### src/rtl/unified_mem_arbiter_pkg.sv
// Shared encodings for the unified memory arbiter: read-return owner and grant selection.
package unified_mem_arbiter_pkg;

  typedef enum logic [1:0] {
    OWN_NONE = 2'd0,
    OWN_IF   = 2'd1,
    OWN_DM   = 2'd2
  } owner_t;

  typedef enum logic [1:0] {
    GNT_NONE,
    GNT_IF,
    GNT_DM
  } grant_t;

endpackage

### src/rtl/unified_mem_arbiter_pick.sv
// Combinational grant selection between instruction fetch and data memory requests.
module mem_arb_pick
  import unified_mem_arbiter_pkg::*;
(
  input  logic   if_rd,
  input  logic   dm_req,
  input  logic   starve_full,
  output grant_t gnt
);

  // DM normally wins; a starved fetch takes the slot once the DM streak hits its limit.
  always_comb begin
    gnt = GNT_NONE;
    if (dm_req && !(if_rd && starve_full)) begin
      gnt = GNT_DM;
    end else if (if_rd) begin
      gnt = GNT_IF;
    end
  end

endmodule

### src/rtl/unified_mem_arbiter.sv
// Arbitrates one single-port synchronous memory between the fetch port and the data port,
// returning read data one cycle after grant and stalling the losing requester.
module unified_mem_arbiter
  import unified_mem_arbiter_pkg::*;
#(
  parameter int unsigned ADDR_WIDTH = 8,
  parameter int unsigned DATA_WIDTH = 16,
  parameter int unsigned STARVE_MAX = 3
) (
  input  logic                  clk,
  input  logic                  rst,
  input  logic                  if_rd,
  input  logic [ADDR_WIDTH-1:0] if_addr,
  output logic [DATA_WIDTH-1:0] if_rdata,
  output logic                  if_valid,
  output logic                  stall_if,
  input  logic                  dm_rd,
  input  logic                  dm_wr,
  input  logic [ADDR_WIDTH-1:0] dm_addr,
  input  logic [DATA_WIDTH-1:0] dm_wdata,
  output logic [DATA_WIDTH-1:0] dm_rdata,
  output logic                  dm_valid,
  output logic                  stall_mem,
  output logic                  mem_en,
  output logic                  mem_we,
  output logic [ADDR_WIDTH-1:0] mem_addr,
  output logic [DATA_WIDTH-1:0] mem_wdata,
  input  logic [DATA_WIDTH-1:0] mem_rdata,
  output logic                  err_rdwr
);

  localparam int unsigned CNT_W = (STARVE_MAX > 0) ? $clog2(STARVE_MAX + 1) : 1;

  logic [CNT_W-1:0]      starve_cnt, starve_next;
  logic [DATA_WIDTH-1:0] if_hold, dm_hold;
  logic                  dm_req, starve_full, ret_if, ret_dm;
  grant_t                gnt;
  owner_t                owner, owner_next;

  assign dm_req      = dm_rd | dm_wr;
  assign starve_full = (starve_cnt == CNT_W'(STARVE_MAX));

  mem_arb_pick u_pick (
    .if_rd       (if_rd),
    .dm_req      (dm_req),
    .starve_full (starve_full),
    .gnt         (gnt)
  );

  assign stall_if  = if_rd  & (gnt != GNT_IF);
  assign stall_mem = dm_req & (gnt != GNT_DM);

  always_comb begin
    mem_en    = !rst && (gnt != GNT_NONE);
    mem_we    = 1'b0;
    mem_addr  = '0;
    mem_wdata = dm_wdata;
    case (gnt)
      GNT_IF: mem_addr = if_addr;
      GNT_DM: begin
        mem_addr = dm_addr;
        mem_we   = mem_en & dm_wr;
      end
      default: mem_addr = '0;
    endcase
  end

  // A simultaneous rd+wr is performed as a write, so it never claims a read return.
  always_comb begin
    owner_next = OWN_NONE;
    case (gnt)
      GNT_IF:  owner_next = OWN_IF;
      GNT_DM:  owner_next = dm_wr ? OWN_NONE : OWN_DM;
      default: owner_next = OWN_NONE;
    endcase
  end

  always_comb begin
    starve_next = starve_cnt;
    if (!if_rd || gnt == GNT_IF) begin
      starve_next = '0;
    end else if (gnt == GNT_DM && !starve_full) begin
      starve_next = starve_cnt + 1'b1;
    end
  end

  // Memory data arrives in the return cycle, so it is forwarded straight out while the
  // holding register keeps it for later cycles; reset suppresses a pending return.
  assign ret_if   = (owner == OWN_IF) && !rst;
  assign ret_dm   = (owner == OWN_DM) && !rst;
  assign if_valid = ret_if;
  assign dm_valid = ret_dm;
  assign if_rdata = ret_if ? mem_rdata : if_hold;
  assign dm_rdata = ret_dm ? mem_rdata : dm_hold;

  always_ff @(posedge clk) begin
    if (rst) begin
      owner      <= OWN_NONE;
      starve_cnt <= '0;
      if_hold    <= '0;
      dm_hold    <= '0;
      err_rdwr   <= 1'b0;
    end else begin
      owner      <= owner_next;
      starve_cnt <= starve_next;
      if (ret_if) if_hold <= mem_rdata;
      if (ret_dm) dm_hold <= mem_rdata;
      if (dm_rd && dm_wr) err_rdwr <= 1'b1;
    end
  end

endmodule

### config.mk
export PLATFORM = sky130hd
export DESIGN_NAME = unified_mem_arbiter
export DESIGN_NICKNAME = d
export VERILOG_FILES = /design/src/rtl/unified_mem_arbiter_pkg.sv /design/src/rtl/unified_mem_arbiter_pick.sv /design/src/rtl/unified_mem_arbiter.sv
export SDC_FILE = /design/constraint.sdc
export NUM_CORES = 1
export LEC_CHECK = 0
export BUFFER_PORTS_ARGS = -buffer_cell sky130_fd_sc_hd__buf_2
export CAP_MARGIN = 20
export CORE_MARGIN = 4
export CORE_UTILIZATION = 40
export DETAILED_ROUTE_END_ITERATION = 6
export PLACE_DENSITY = 0.84
export REMOVE_ABC_BUFFERS = 1
export SLEW_MARGIN = 0
export SYNTH_ARGS = -nofsm -noshare
export SYNTH_HDL_FRONTEND = slang
export SYNTH_SLANG_ARGS = --single-unit
### constraint.sdc
create_clock -name clk -period 1.55 [get_ports clk]
set_input_delay 0.31 -clock clk [delete_from_list [all_inputs] [get_ports clk]]
set_output_delay 0.31 -clock clk [all_outputs]
set_load 0.01 [all_outputs]
# Word level (Yosys, flattened, before mapping)
# Index checks and enable logic that the tools add are counted.
[classes]
eq_ne = 7
bitwise = 4
n_reduce_logical = 14
n_mux = 8
add_sub_neg = 1
[op_table]
columns = ["op", "n"]
rows = [
  ["2-to-1 mux 16 bit", 2],
  ["case mux 8 bit (2 select lines)", 1],
  ["logical AND 1 bit", 7],
  ["equality test 2 bit, second input constant", 3],
  ["equality test 2 x 1 -> 1 bit, second input constant", 2],
  ["logical NOT 1 bit", 4],
  ["2-to-1 mux 2 bit", 2],
  ["case mux 2 bit (2 select lines)", 1],
  ["AND 1 bit", 3],
  ["adder 2 x 1 -> 2 bit, second input constant", 1],
  ["2-to-1 mux 1 bit", 2],
  ["!= test 2 x 1 -> 1 bit, second input constant", 1],
  ["!= test 2 bit, second input constant", 1],
  ["nonzero test 2 bit", 1],
  ["OR reduction 2 bit", 1],
  ["logical OR 1 bit", 1],
  ["OR 1 bit", 1],
]
[word_totals]
reg_bits = 37
in_bits = 53
word_cells = 39
out_inout_bits = 63

# Depth between registers and ports, before layout
# Gate-level depths: netlist (run 1).
[logic_depth]
word_depth = 9
depth_mapped = 5
depth_no_buf = 3

# By module
# From an unflattened synthesis (run 1), not the netlist that was laid out.
[unflattened]
hier_cells = 244
hier_area_um2 = 2145.8
[modules_own_cells]
columns = ["mod", "area_each_um2", "n_inst", "seq_area_each_um2", "cells_per_inst"]
rows = [
  ["unified_mem_arbiter", 2127.0, 1, 740.7, 241],
  ["mem_arb_pick", 18.8, 1, 0.0, 3],
]

# Worst setup path after synthesis (run 1)
# OpenSTA, ideal clock, no wires.
[synth_timing]
path_kind = "reg2out"
from = "register owner[0]"
to = "output dm_rdata[10]"
n_path_buf = 2
t_arrival_ns = 1.191
setup_slack_ns = 0.049
required_ns = 1.240
path_stages_with_launch = 6
cell_sequence = "dfxtp_1 -> nand2b_1 -> buf_6 -> nor2_8 -> buf_12 -> mux2_4"
[synth_via]
elab_chain_cells = 3
[synth_lines]
columns = ["element", "line_no", "rtl"]
rows = [
  ["start: declaration", "unified_mem_arbiter.sv:38", "owner_t owner, owner_next;"],
  ["start signal: assignment", "unified_mem_arbiter.sv:104", "owner <= owner_next;"],
  ["equality test 2 bit", "unified_mem_arbiter.sv:90", "assign ret_dm = (owner == OWN_DM) && !rst;"],
  ["logical AND 1 bit", "unified_mem_arbiter.sv:90", ""],
  ["via dm_valid", "unified_mem_arbiter.sv:22", "output logic dm_valid,"],
  ["2-to-1 mux 16 bit", "n/a", ""],
  ["end: declaration", "unified_mem_arbiter.sv:21", "output logic [DATA_WIDTH-1:0] dm_rdata,"],
]
# The timed path passes the listed nets, and every way through them passes these cells.

# Final worst setup path (run 1)
[layout_timing]
from = "register owner[0]"
to = "output dm_rdata[10]"
[layout_via]
elab_chain_cells = 3
[layout_lines]
columns = ["element", "line_no"]
rows = [
  ["equality test 2 bit", "unified_mem_arbiter.sv:90"],
  ["logical AND 1 bit", "unified_mem_arbiter.sv:90"],
  ["2-to-1 mux 16 bit", "n/a"],
]
# No other way between the ends.

==> summary.md, run 1 <==
| Metric | Value |
|---|---|
| Status | finished, violations left |
| Failing checks | setup timing |
| Worst-path clk slew | 70 ps |
| Post-Synthesis Cells | 228 |
| Crit-path max FO | 6 |
| Post-Layout Cell Count | 375 |
| #FFs+latches synth | 37 |
| Nets | 361 |
| Initial core utilization | 0.423 |
| IO Count | 116 |
| Clk root buf | clkbuf_8 |
| Maximum VDD drop | 341 µV |
| Area of the die | 0.00634 mm² |
| DRC | 0 |
| Leak | 0.00131 µW |
| Drt via density | 4.96 |
| Largest buffer count on any clock path | 2 |
| Synth Cell Area | 0.00205 mm² |
| YS warnings | 0 |
| Setup violations, final | 42 |
| Cell Count Post-Placement | 361 |
| RSZ-0062 raised after global routing | true |
| Tmin final | 1880 ps |
| Pins Over Slew Limit | 0 |
| Grt total ovfl | 0 |
| Largest net degree at the start of global routing | 26 |
| Die Span Y | 79.6 µm |
| Row Count | 25 |
| DR pass1 iterations | 4 |
| Initial antenna violation count | 0 |
| Clock sink count | 37 |
| CTS H-Tree Depth | 2 |
| Worst Path Arrival | 1570 ps |
| Worst-Skew Late Latency | 280 ps |
| IO buf count | 83 |
| Detail Placement HPWL | 3860 µm |
| Avg Synthesized Cell Area | 9.00 µm² |
| Worst EP required | 1240 ps |
| Tcrit/Tclk final | 1.21 |
| Drt total wl | 5810 µm |
| Worst setup margin | -328 ps |
| Routed Antenna Nets | 0 |
| Ratio of cells with drive above 1 in the final layout | 0.516 |
| Maximum Capacitance Violations | 0 |
| Die W | 79.6 µm |
| Hold-fix buffers, CTS | 0 |
| Initial drt markers | 101 |
| Fmax | 533 MHz |
| Critical path type | flip-flop to output pin |
| Num CTS Buffers | 5 |
| Crit end category | output pin |
| Via count | 1859 |
| Hold Crit Class | primary input to flip-flop |
| Worst slew margin | 0.774 |
| Final Util | 0.611 |
| Final Wtd Congestion | 0.724 |
| Setup TNS | -10240 ps |
| Hold WS | 291 ps |
| Register area share after synthesis | 0.361 |
| Worst clock skew | 3.92 ps |
| Setup Slack @ Placement | -167 ps |
| Vias in the first global route | 1839 |
| Placeable Area | 0.00485 mm² |
| Area Growth Syn to Fin | 44.5% |
| Wire per inst | 15.5 µm |
| Slew @ Worst Pin | 338 ps |
| Power Density | 726 mW/mm² |
| CTS tree | done |
| Unique cell type count in the Yosys netlist | 25 |
| Final hold viol count | 0 |
| Global-route wire length before repair | 8670 µm |
| Critical Path Start Type | flip-flop |
| Total track usage | 0.175 |
| Ant diodes | 0 |
-- area by class of cell --
cell class / count / area, µm²
multi-input combinational: 159 / 1190
fill: 390 / 1880
sequential: 37 / 751
inverter: 1 / 3.75
clock buffer: 7 / 96.3
clock inverter: 1 / 5.00
timing repair buffer: 103 / 837
tap: 67 / 83.8
-- metrics by stage --
step	total power [µW]	cell area, µm²
after floorplan	1170	1810
after global placement	1340	2430
after detailed placement	1350	2430
after CTS	2120	2760
after global routing	2260	2960
final	2150	2960
-- layout by cell type, fill, tap and decap left out, drive strengths merged, types with 6 or more instances in the layout --
cell / count
a21oi: 34
a22o: 8
buf: 102
clkbuf: 8
dfxtp: 37
mux2: 32
nand2: 65
nor2: 6
-- critical path, cell delays in order, from the launching register on --
cell       delay, ps
dfxtp_4          360
nand2b_4         160
nor2_8           160
clkbuf_16        170
mux2_4           300
buf_6            120
-- final timing paths --
| path | from | endpoint | slack [ps] | cells past startpoint |
|---|---|---|---|---|
| worst max register to register | starve_cnt[1]$_SDFFE_PP0P_ | starve_cnt[1]$_SDFFE_PP0P_ | 220 | 4 |
| worst max-delay path | owner[0]$_SDFF_PP0_ | dm_rdata[10] | -330 | 5 |
| worst min-delay path | mem_rdata[13] | if_hold[13]$_SDFF_PP0_ | 290 | 3 |
| worst min register to register | starve_cnt[0]$_SDFFE_PP0P_ | starve_cnt[0]$_SDFFE_PP0P_ | 430 | 1 |
-- cells in the mapped netlist, drive strengths merged --
| cell type | n | area share |
|---|---|---|
| nand2 | 65 | 0.12 |
| dfxtp | 37 | 0.36 |
| a21oi | 34 | 0.083 |
| mux2 | 32 | 0.21 |
| buf | 29 | 0.11 |
| a22o | 8 | 0.034 |
| nor2 | 6 | 0.027 |
| clkbuf | 3 | 0.0067 |
| and2b | 2 | 0.0073 |
| nand2b | 2 | 0.0061 |
| nor3 | 2 | 0.0049 |
| and3b | 1 | 0.0043 |
| ha | 1 | 0.0061 |
| inv | 1 | 0.0018 |
| nor2b | 1 | 0.0031 |
| nor3b | 1 | 0.0037 |
| nor4bb | 1 | 0.0049 |
| o21a | 1 | 0.0037 |
| or3b | 1 | 0.0043 |
-- power by group --
part	switching (µW)	internal [µW]	total (µW)
Sequential	16.6	977	993
Clock	336	402	738
Combinational	192	229	421
Total	545	1610	2150
-- cells by family after synthesis --
kind of cell               Yosys count  synth area share
and+or+nand+nor                     82             0.184
AOI/OAI and AO/OA                   43             0.121
DFF                                 37             0.361
buffers and inverters               33             0.120
muxes                               32             0.209
adders and majority gates            1           0.00610
-- flip-flops by register name, indices dropped and copies added (netlist names) --
signal and count:
if_hold 16, owner 2, dm_hold 16, err_rdwr 1, starve_cnt 2
-- layer usage --
metal,part of all wire,routed length [µm],vias up,track usage
met4,0.0062,36,0,0.0447
met2,0.50,2900,102,0.296
met5,0,0,-,0
met3,0.11,625,4,0.0869
met1,0.39,2250,849,0.195
li1,-,-,904,-
-- repair_timing --
action	4_1_cts	5_1_grt
setup buffers	2	2
resized for setup	44	33
pin swaps	7	4
gates cloned	1	1
setup endpoints to repair	44	44
(Power assumes the default switching activity.)
==> run 2: changes to the inputs <==
--- a/config.mk
+++ b/config.mk
@@ -11,7 +11,6 @@
 export CORE_UTILIZATION = 40
 export DETAILED_ROUTE_END_ITERATION = 6
 export PLACE_DENSITY = 0.84
-export REMOVE_ABC_BUFFERS = 1
 export SLEW_MARGIN = 0
 export SYNTH_ARGS = -nofsm -noshare
 export SYNTH_HDL_FRONTEND = slang
==> summary.md, run 2 (synthesized netlist as in run 1, its figures left out) <==
| Metric | Value |
|---|---|
| Status | finished, violations left |
| Failing checks | setup timing |
| Syn nets | 282 |
| Pint | 1670 µW |
| Initial drt markers | 60 |
| Global-route wire length before repair | 8020 µm |
| Worst reg-to-reg path cell count | 4 |
| Worst EP required | 1240 ps |
| Drt via density | 4.84 |
| Combinational Power Share | 0.189 |
| Worst-path clk slew | 80 ps |
| IO buf count | 83 |
| Met3 GRT Util | 0.0474 |
| Via count | 1795 |
| Die Span Y | 79.6 µm |
| Hold Crit Class | primary input to flip-flop |
| R2r startpoint | starve_cnt[0]$_SDFFE_PP0P_ |
| Crit-path max FO | 5 |
| Critical Path Start Type | flip-flop |
| Drt total wl | 5370 µm |
| Worst-Skew Late Latency | 290 ps |
| Num CTS Buffers | 5 |
| Detail Placement HPWL | 3690 µm |
| Ant diodes | 0 |
| Worst slew margin | 0.601 |
| Clock sink count | 37 |
| Net switching power | 542 µW |
| Hold WS | 285 ps |
| Tcrit/Tclk final | 1.19 |
| Slew @ Worst Pin | 598 ps |
| Sw frac | 0.245 |
| Vias in the first global route | 1769 |
| Tmin final | 1840 ps |
| Maximum VDD drop | 417 µV |
| Critical path type | flip-flop to output pin |
| Register area | 751 µm² |
| Row Count | 25 |
| Final hold viol count | 0 |
| Crit end category | output pin |
| Final Util | 0.609 |
| Grt total ovfl | 0 |
| Hold-fix buffers, CTS | 0 |
| Commonest non-fill, non-tap cell in the layout | nand2_1 |
| Initial antenna violation count | 0 |
| Clock power share | 0.363 |
| Clk root buf | clkbuf_8 |
| DRC | 0 |
| RSZ-0062 raised after global routing | true |
| DR pass1 iterations | 4 |
| IO Count | 116 |
| Largest net degree at the start of global routing | 30 |
| Setup violations, final | 43 |
| CTS H-Tree Depth | 2 |
| Placeable Area | 0.00485 mm² |
| Sequential power share | 0.449 |
| CTS tree | done |
| Power Density | 750 mW/mm² |
| Maximum Capacitance Violations | 0 |
| Die W | 79.6 µm |
| Top Registers | dm_hold (16), if_hold (16) |
| Crit path from | owner[1]$_SDFF_PP0_ |
| Area Growth Syn to Fin | 43.8% |
| Initial core utilization | 0.423 |
| Met1 global-route usage | 0.172 |
| Routed Antenna Nets | 0 |
| # fillers | 403 |
| Reg2reg end | starve_cnt[1]$_SDFFE_PP0P_ |
| DP Area | 0.00243 mm² |
| Fmax | 543 MHz |
| Critical Path End | if_rdata[6] |
| Nets | 358 |
| Final Wtd Congestion | 0.741 |
| Worst clock skew | 12.5 ps |
| Wire per inst | 14.5 µm |
| Gr busiest metal | met2 |
| Most frequent cells in the layout | nand2_1, buf_2, buf_6 |
| Footprint of the multi-input gates | 0.00119 mm² |
| Setup slack, reg-to-reg | 230 ps |
| Worst Path Arrival | 1530 ps |
| Area of the die | 0.00634 mm² |
| Leak | 0.00130 µW |
| Pins Over Slew Limit | 0 |
| Final Cell Area | 0.00295 mm² |
| Met2 Track Usage GR | 0.299 |
| Worst setup margin | -291 ps |
| Total track usage | 0.160 |
| Ratio of cells with drive above 1 in the final layout | 0.510 |
| Largest buffer count on any clock path | 2 |
==> run 2: worst max-delay path, cell delays in order (launching register included) <==
cell and delay (ps):
dfxtp_4 350, nand2b_4 160, nor2_8 150, buf_6 150, mux2_4 310, buf_6 120
==> run 2: per-layer routing <==
metal,routed length [µm],up-vias
met3,358,6
met1,2190,821
li1,-,900
met2,2760,68
met5,0,-
met4,57,0
==> run 2: repair_timing <==
item	4_1_cts	5_1_grt
gates resized for setup	42	37
setup endpoints to repair	44	44
setup buffers	1	3
pin swaps	4	3
gates cloned	1	0
==> run 2: area by class of cell <==
| class | count | share of cell area |
|---|---|---|
| tap | 67 | 0.0284 |
| timing repair buffer | 100 | 0.277 |
| sequential | 37 | 0.254 |
| clock inverter | 2 | 0.0119 |
| clock buffer | 5 | 0.0233 |
| inverter | 1 | 0.00127 |
| multi-input combinational | 159 | 0.404 |
==> run 2: power groups by stage <==
stage / Combinational [µW] / Clock (µW) / Sequential (µW)
6_report: 417 / 802 / 993
3_3_place_gp: 329 / 0 / 1010
3_5_place_dp: 335 / 0 / 1010
4_1_cts: 386 / 813 / 995
2_1_floorplan: 232 / 0 / 1010
5_1_grt: 448 / 855 / 996
==> run 2: worst min-delay path by stage <==
stage / cells after the start / to / start / slack, ps
6_report: 3 / if_hold[4]$_SDFF_PP0_ / mem_rdata[4] / 290
5_1_grt: 3 / dm_hold[5]$_SDFF_PP0_ / mem_rdata[5] / 290
4_1_cts: 3 / if_hold[4]$_SDFF_PP0_ / mem_rdata[4] / 280
3_5_place_dp: 2 / dm_hold[11]$_SDFF_PP0_ / dm_hold[11]$_SDFF_PP0_ / 450
3_3_place_gp: 1 / starve_cnt[0]$_SDFFE_PP0P_ / starve_cnt[0]$_SDFFE_PP0P_ / 410
2_1_floorplan: 1 / owner[1]$_SDFF_PP0_ / dm_wr / 390
==> run 2: through the flow <==
step | cells | power (µW) | setup WS [ps] | setup TNS (ps)
detailed placement | 359 | 1350 | -132 | -2400
CTS | 368 | 2190 | -289 | -9320
global placement | 359 | 1340 | -64.4 | -1300
finish | 371 | 2210 | -291 | -9640
floorplan | 228 | 1240 | 49.2 | 0
global route | 371 | 2300 | -349 | -12110
